<file path="config.mk">
export PLATFORM = sky130hd
export DESIGN_NAME = scene_addr_gen
export DESIGN_NICKNAME = d
export VERILOG_FILES = /design/src/rtl/scene_addr_gen.sv
export SDC_FILE = /design/constraint.sdc
export NUM_CORES = 1
export LEC_CHECK = 0
export BUFFER_PORTS_ARGS = -buffer_cell sky130_fd_sc_hd__clkbuf_2
export CORE_ASPECT_RATIO = 1.1
export CORE_MARGIN = 2
export CORE_UTILIZATION = 55
export CTS_BUF_LIST = sky130_fd_sc_hd__clkbuf_16
export DETAILED_ROUTE_END_ITERATION = 16
export PLACE_DENSITY = 0.76
export SLEW_MARGIN = 20
export SYNTH_ARGS = -nofsm -noshare
export SYNTH_HDL_FRONTEND = slang
export SYNTH_SLANG_ARGS = --single-unit
</file>
<file path="constraint.sdc">
create_clock -name clk -period 4 [get_ports clk]
set_input_delay 1.2 -clock clk [delete_from_list [all_inputs] [get_ports clk]]
set_output_delay 1.2 -clock clk [all_outputs]
set_load 0.05 [all_outputs]
</file>
<file path="src/rtl/scene_addr_gen.sv">
// Frame-buffer address generator: maps the raster onto a down-scaled scene image in ROM,
// with frame-aligned fade-out/fade-in scene transitions and wrap-around horizontal scroll.
module scene_addr_gen #(
    parameter int H_ACTIVE    = 640,
    parameter int V_ACTIVE    = 480,
    parameter int SCALE_SHIFT = 1,
    parameter int SCENES      = 9,
    parameter int SCENE_W     = 4,
    parameter int ADDR_W      = 20,
    parameter int FADE_MAX    = 15
) (
    input  logic               clk,
    input  logic               rst,
    input  logic [SCENE_W-1:0] state,
    input  logic [9:0]         h_cnt,
    input  logic [9:0]         v_cnt,
    input  logic               scroll_en,
    input  logic [3:0]         scroll_step,
    output logic [ADDR_W-1:0]  pixel_addr,
    output logic               valid,
    output logic [SCENE_W-1:0] scene_cur,
    output logic [3:0]         fade_level,
    output logic               busy,
    output logic               frame_start
);

    localparam int IMG_W    = H_ACTIVE >> SCALE_SHIFT;
    localparam int IMG_H    = V_ACTIVE >> SCALE_SHIFT;
    localparam int IMG_SIZE = IMG_W * IMG_H;
    localparam logic [3:0]        FADE_TOP = 4'(FADE_MAX);
    localparam logic [ADDR_W-1:0] IMG_W_A  = ADDR_W'(IMG_W);

    typedef enum logic [1:0] {IDLE, FADE_OUT, FADE_IN} fsm_t;

    fsm_t               fsm_q, fsm_d;
    logic [SCENE_W-1:0] target_q, target_d, scene_d;
    logic [3:0]         fade_d;
    logic [ADDR_W-1:0]  x_off_q, x_off_d, x_sum;
    logic               fb, state_ok, swap;

    logic               active_s;
    logic [ADDR_W-1:0]  xs_c, xs_s, ys_s;
    logic [SCENE_W-1:0] scene_s;

    assign fb       = (h_cnt == 10'd0) && (v_cnt == 10'(V_ACTIVE));
    assign state_ok = int'(state) < SCENES;
    assign busy     = (fsm_q != IDLE);
    assign x_sum    = x_off_q + ADDR_W'(scroll_step);

    // NOTE: every variable gets its default before the case so no path leaves one unassigned (no latches).
    always_comb begin
        fsm_d    = fsm_q;
        target_d = target_q;
        scene_d  = scene_cur;
        fade_d   = fade_level;
        swap     = 1'b0;
        case (fsm_q)
            IDLE: begin
                if (state_ok && state != scene_cur) begin
                    target_d = state;
                    fsm_d    = FADE_OUT;
                end
            end
            FADE_OUT: begin
                if (state_ok)
                    target_d = state;
                if (fb) begin
                    if (fade_level == 4'd0) begin
                        swap    = 1'b1;
                        scene_d = target_q;
                        fsm_d   = FADE_IN;
                    end else begin
                        fade_d = fade_level - 4'd1;
                    end
                end
            end
            FADE_IN: begin
                if (fb) begin
                    fade_d = fade_level + 4'd1;
                    if (fade_level == FADE_TOP - 4'd1)
                        fsm_d = IDLE;
                end
            end
            default: fsm_d = IDLE;
        endcase

        // The scene swap restarts the new image at its left edge, overriding any scroll on that fb.
        x_off_d = x_off_q;
        if (swap)
            x_off_d = '0;
        else if (fb && scroll_en)
            x_off_d = (x_sum >= IMG_W_A) ? x_sum - IMG_W_A : x_sum;

        xs_c = ADDR_W'(h_cnt >> SCALE_SHIFT) + x_off_q;
        if (xs_c >= IMG_W_A)
            xs_c = xs_c - IMG_W_A;
    end

    // NOTE: sequential state uses non-blocking assignments so all registers update from pre-edge values.
    always_ff @(posedge clk or posedge rst) begin
        if (rst) begin
            fsm_q       <= IDLE;
            target_q    <= '0;
            scene_cur   <= '0;
            fade_level  <= FADE_TOP;
            x_off_q     <= '0;
            frame_start <= 1'b0;
        end else begin
            fsm_q       <= fsm_d;
            target_q    <= target_d;
            scene_cur   <= scene_d;
            fade_level  <= fade_d;
            x_off_q     <= x_off_d;
            frame_start <= fb;
        end
    end

    always_ff @(posedge clk or posedge rst) begin
        if (rst) begin
            active_s   <= 1'b0;
            xs_s       <= '0;
            ys_s       <= '0;
            scene_s    <= '0;
            pixel_addr <= '0;
            valid      <= 1'b0;
        end else begin
            active_s   <= (h_cnt < 10'(H_ACTIVE)) && (v_cnt < 10'(V_ACTIVE));
            xs_s       <= xs_c;
            ys_s       <= ADDR_W'(v_cnt >> SCALE_SHIFT);
            scene_s    <= scene_cur;
            pixel_addr <= active_s ? ADDR_W'(scene_s) * ADDR_W'(IMG_SIZE) + ys_s * IMG_W_A + xs_s
                                   : '0;
            valid      <= active_s;
        end
    end

endmodule

</file>
; ---- Word level (Yosys, flattened, before mapping)
; Cells that the tools add are included.
[word_totals]
regBits = 90
inputBits = 31
elab_cells = 75
[classes]
add_sub_neg = 8
mul = 2
n_lt_le_gt_ge = 5
eq_ne = 12
muxes = 21
n_reduce_logical = 15
[op_table]
columns = op, n
row1 = 2-to-1 mux 20 bit, 5
row2 = greater-or-equal comparator 20 x 9 -> 1 bit (second input constant), 2
row3 = subtractor 20 x 9 -> 20 bit (second input constant), 2
row4 = adder 20 x 18 -> 20 bit, 1
row5 = adder 20 bit, 1
row6 = adder 20 x 4 -> 20 bit, 1
row7 = adder 9 x 20 -> 20 bit, 1
row8 = 2-to-1 mux 4 bit, 5
row9 = case mux 4 bit (2 select lines), 2
row10 = != test 2 bit (second input constant), 7
row11 = multiplier 9 x 3 -> 12 bit (second input constant), 1
row12 = == test 10 x 9 -> 1 bit (second input constant), 1
row13 = logical NOT 10 bit, 1
row14 = < comparator 10 bit (second input constant), 1
row15 = < comparator 10 x 9 -> 1 bit (second input constant), 1
row16 = multiplier 4 x 7 -> 10 bit (second input constant), 1
row17 = 2-to-1 mux 2 bit, 5
row18 = nonzero test 2 bit, 4
row19 = case mux 2 bit (3 select lines), 1
row20 = AND reduction 3 bit, 2
row21 = AND reduction 5 bit, 1
row22 = adder 4 x 1 -> 4 bit (second input constant), 1
row23 = == test 4 bit (second input constant), 1
row24 = logical AND 1 bit, 4
row25 = other kinds (9), 11

; ---- Logic depth before layout (Yosys ltp)
[logic_depth]
ltp_word = 5
depth_mapped = 18

; ---- Worst setup path before layout
; No wires, ideal clock.
[synth_timing]
path_type = input -> register
startpoint = input scroll_step[3]
endpoint = register x_off_q[10]
setup_ps = 76
arrival_ps = 4620
path_slack_ps = -697
path_stages = 17
n_path_buf = 1
path_cell_list = ha_1 buf_2 a21o_1 a31oi_1 nor2_1 nand2_1 xor2_1 ha_1 nor3b_1 o211ai_1 or4_1 and4_1 a21oi_1 mux2i_1 a21oi_1 or3_1 o21ai_1
[synth_via]
elab_chain_len = 5
word_cells_on_any_way = 6
classes_between = 2 x add/sub / 1 x order compare / 3 x mux
[synth_lines]
columns = item, line
row1 = "start, declared", 18  ; input logic [3:0] scroll_step,
row2 = adder 20 x 4 -> 20 bit (*), 48  ; assign x_sum = x_off_q + ADDR_W'(scroll_step);
row3 = subtractor 20 x 9 -> 20 bit or greater-or-equal comparator 20 x 9 -> 1 bit (tied branches), 92  ; x_off_d = (x_sum >= IMG_W_A) ? x_sum - IMG_W_A : x_sum;
row4 = 2-to-1 mux 20 bit (*), 92
row5 = 2-to-1 mux 20 bit (*), 91  ; else if (fb && scroll_en)
row6 = 2-to-1 mux 20 bit (*), 89  ; if (swap)
row7 = "end signal, assigned", 113  ; x_off_q <= x_off_d;
row8 = "end, declared", 38  ; logic [ADDR_W-1:0] x_off_q, x_off_d, x_sum;
; Mark *: on every way between the ends. The rest lies on a longest branch, timed or not. The select of a mux whose other input is x is not followed.
; A chain may end at the register's enable or synchronous reset.

; ---- Final worst setup path
[layout_timing]
startpoint = input scroll_step[0]
endpoint = register x_off_q[12]
; Same word-level chain as after synthesis.

==> qor.csv <==
metric;value;unit
Slowest-stage cell, CP;or4_4;
Post-route DRC;0;
Critical R2R Launch;scene_s[3];
Vias;5847;
Crit path max-delay family;simple AND/OR/NAND/NOR gates;
Register Area;2260;um2
I/O pin count;62;
Avg Inst Size Synth;9.32;um2
clock-pin slew on the worst setup and hold paths;0.07;ns
CP Max Fanout;3;
Critical Path Sink Type;flip-flop;
CTS root buf;clkbuf_16;
top cell type's share of synthesized area;0.324;
dpl cell area;7730;um2
Peak supply drop;277;uV
Primary FF master, synth;dfrtp_1;
Routed Antenna Nets;0;
Cells after DPL;980;
DIE AREA;13000;um2
GRT Overall Usage;0.266;
fmax;246;MHz
Total Nets Final;959;
synth cell count leaders;86 x dfrtp_1, 63 x ha_1, 62 x nand2_1;
grt ovf;0;
max-cap violations;0;
R2R setup slack;0.14;ns
Multi-input gate area;4430;um2
Slew @ Worst Pin;1.21;ns
RSZ-0062 raised after global routing;yes;
Async SR Flop Fraction;1.00;
Port Buffers;61;
Slew HR;0.180;
pwr dens;271;nW/um2
Die Wd;109;um
setup ws final;-0.0600;ns
H-tree depth;3;
initial DRC count;346;
Min Clock Period, post-route;4.06;ns
CTS tree;done;
CP cell instances;buf_6, ha_4, fa_2, a211oi_4, nor2_2, xor2_1, ha_2, nor3b_4, o211ai_1, or4_4, and4_4, a21oi_4, buf_4, mux2i_2, o31ai_1, a21bo_2;
Initial Util;0.557;
failing checks;setup timing;
maximum root-to-sink buffer count;2;
CP Launch Type;input port;
Synth Cell Area;6650;um2
Final Cell Area;8350;um2
Die Ht;119;um
Placer Congestion;0.998;
DPL Wire Length;12.8;mm
Synth area leader;dfrtp_1;
Gate Count Post-Synth;713;
ratio of final minimum period to clock period;1.02;
CTS Buf Count;9;
most frequent cell after synthesis;dfrtp_1;
fillers;887;
Crit Path Class;in -> reg;
Buf+Inv Stages, Crit Path;2;
HP Start;xs_s[5];
Synth Net Count;821;
Total Wirelength;16.9;mm
hold_buf cts;0;
routed length per instance;16.7;um
antenna diode count;0;
outcome;complete, but fails checks;
clk sink count;90;
first-pass GRT wire length;27.0;mm
largest net degree at the start of global routing;34;
main area contributors after synthesis;dfrtp_1 32%, ha_1 12%, xnor2_1 6.6%;
Max Slew Vio Count;0;
clk_skew;0.00728;ns
yosys warns;0;
worst path required time;4.24;ns
final setup vio count;3;
Leakage Power;0.00397;uW
post-synthesis sequential area ratio;0.340;
drt via density;5.79;
EDFF count, synth;0;
Yosys cell types;69;
latest clock arrival within the worst-skew pair;0.35;ns
number of synthesized register bits;90;
cell row count;42;
setup tns final;-0.151;ns
crit path launch;scroll_step[0];
slowest stage delay, CP;0.47;ns
antenna violations before repair;0;
min-delay worst type;reg -> reg;
vias in the first global route;5855;
share of cells above drive strength 1;0.286;
core area;11900;um2
Fin. Hold Viols;0;
crit path DAT;4.30;ns
layout overhead on the synthesized area;25.7;%
Pre-Repair DR Iteration Count;5;
Post-Layout Cell Count;1010;
## final timing paths
check | cells after the start | end
min in group asynchronous | 2 | pixel_addr[19]
min | 1 | pixel_addr[5]
min reg2reg | 1 | pixel_addr[5]
max reg2reg | 16 | pixel_addr[19]
max | 16 | x_off_q[12]
max in group asynchronous | 3 | fade_level[0]
## timing repair
item | CTS | global route
buffers inserted | 2 | 12
setup endpoints to repair | 9 | 23
gates cloned | 0 | 0
gates resized for setup | 1 | 49
pin swaps | 5 | 28
## sequential cells by signal, indices dropped and copies added (netlist names), 4 cells and up
signal      cells
pixel_addr     20
xs_s           20
scene_cur       4
ys_s            9
scene_s         4
fade_level      4
target_q        4
x_off_q        20
## cells by family (layout without fill, tap and decap cells)
kind of cell	count (synthesis)	count (layout)	synth area share
AOI/OAI and AO/OA	143	143	0.144
xor gates and xnor gates	70	70	0.0922
adders and majority gates	77	77	0.161
buffers and inverters	75	218	0.0437
DFF	90	90	0.340
muxes	19	19	0.0307
and+or+nand+nor	239	239	0.189
## cell usage in the layout, fill, tap and decap left out, types with 8 or more instances in the layout
cell / count
dfrtp_1: 85
buf_4: 85
nand2_1: 61
clkbuf_2: 60
ha_1: 58
inv_1: 54
xnor2_1: 48
nor2_1: 42
a21oi_1: 28
o21ai_0: 24
xor2_1: 18
nor3_1: 16
nand3_1: 16
and2_1: 15
nor2b_1: 12
a21o_1: 11
fa_1: 11
mux2_2: 10
o21ai_1: 9
and3_1: 9
clkbuf_16: 9
nor4_1: 8
nand4_1: 8
## through the flow
| stage | util | total power [uW] | hold WS [ns] | setup slack (ns) |
|---|---|---|---|---|
| after global placement | 0.648 | 1360 | 0.425 | -0.420 |
| after detailed placement | 0.648 | 1380 | 0.442 | -0.530 |
| after CTS | 0.675 | 2250 | 0.457 | -0.0380 |
| final | 0.700 | 2270 | 0.456 | -0.0600 |
| after floorplan | - | 1270 | 0.370 | -0.326 |
| after global routing | 0.700 | 2360 | 0.474 | -0.234 |
## report_power, final
part	internal, uW	switching, uW
combinational	173	258
clock	489	382
sequential	946	16.3
## cell type report
class | instances | area share
clock buffer | 9 | 0.0270
clock inverter | 7 | 0.00884
inverter | 55 | 0.0249
multi-input combinational | 548 | 0.531
sequential | 90 | 0.270
tap | 154 | 0.0231
timing repair buffer | 147 | 0.115
## per-layer routing
metal  track usage  part of all wire  up-vias
li1              -                 -     2790
met1         0.308              0.41     2874
met2         0.481              0.53      146
met3        0.0487             0.043       37
met4        0.0954             0.026        0
met5             0                 0        -
No activity file was read; power rests on OpenSTA's default activity.
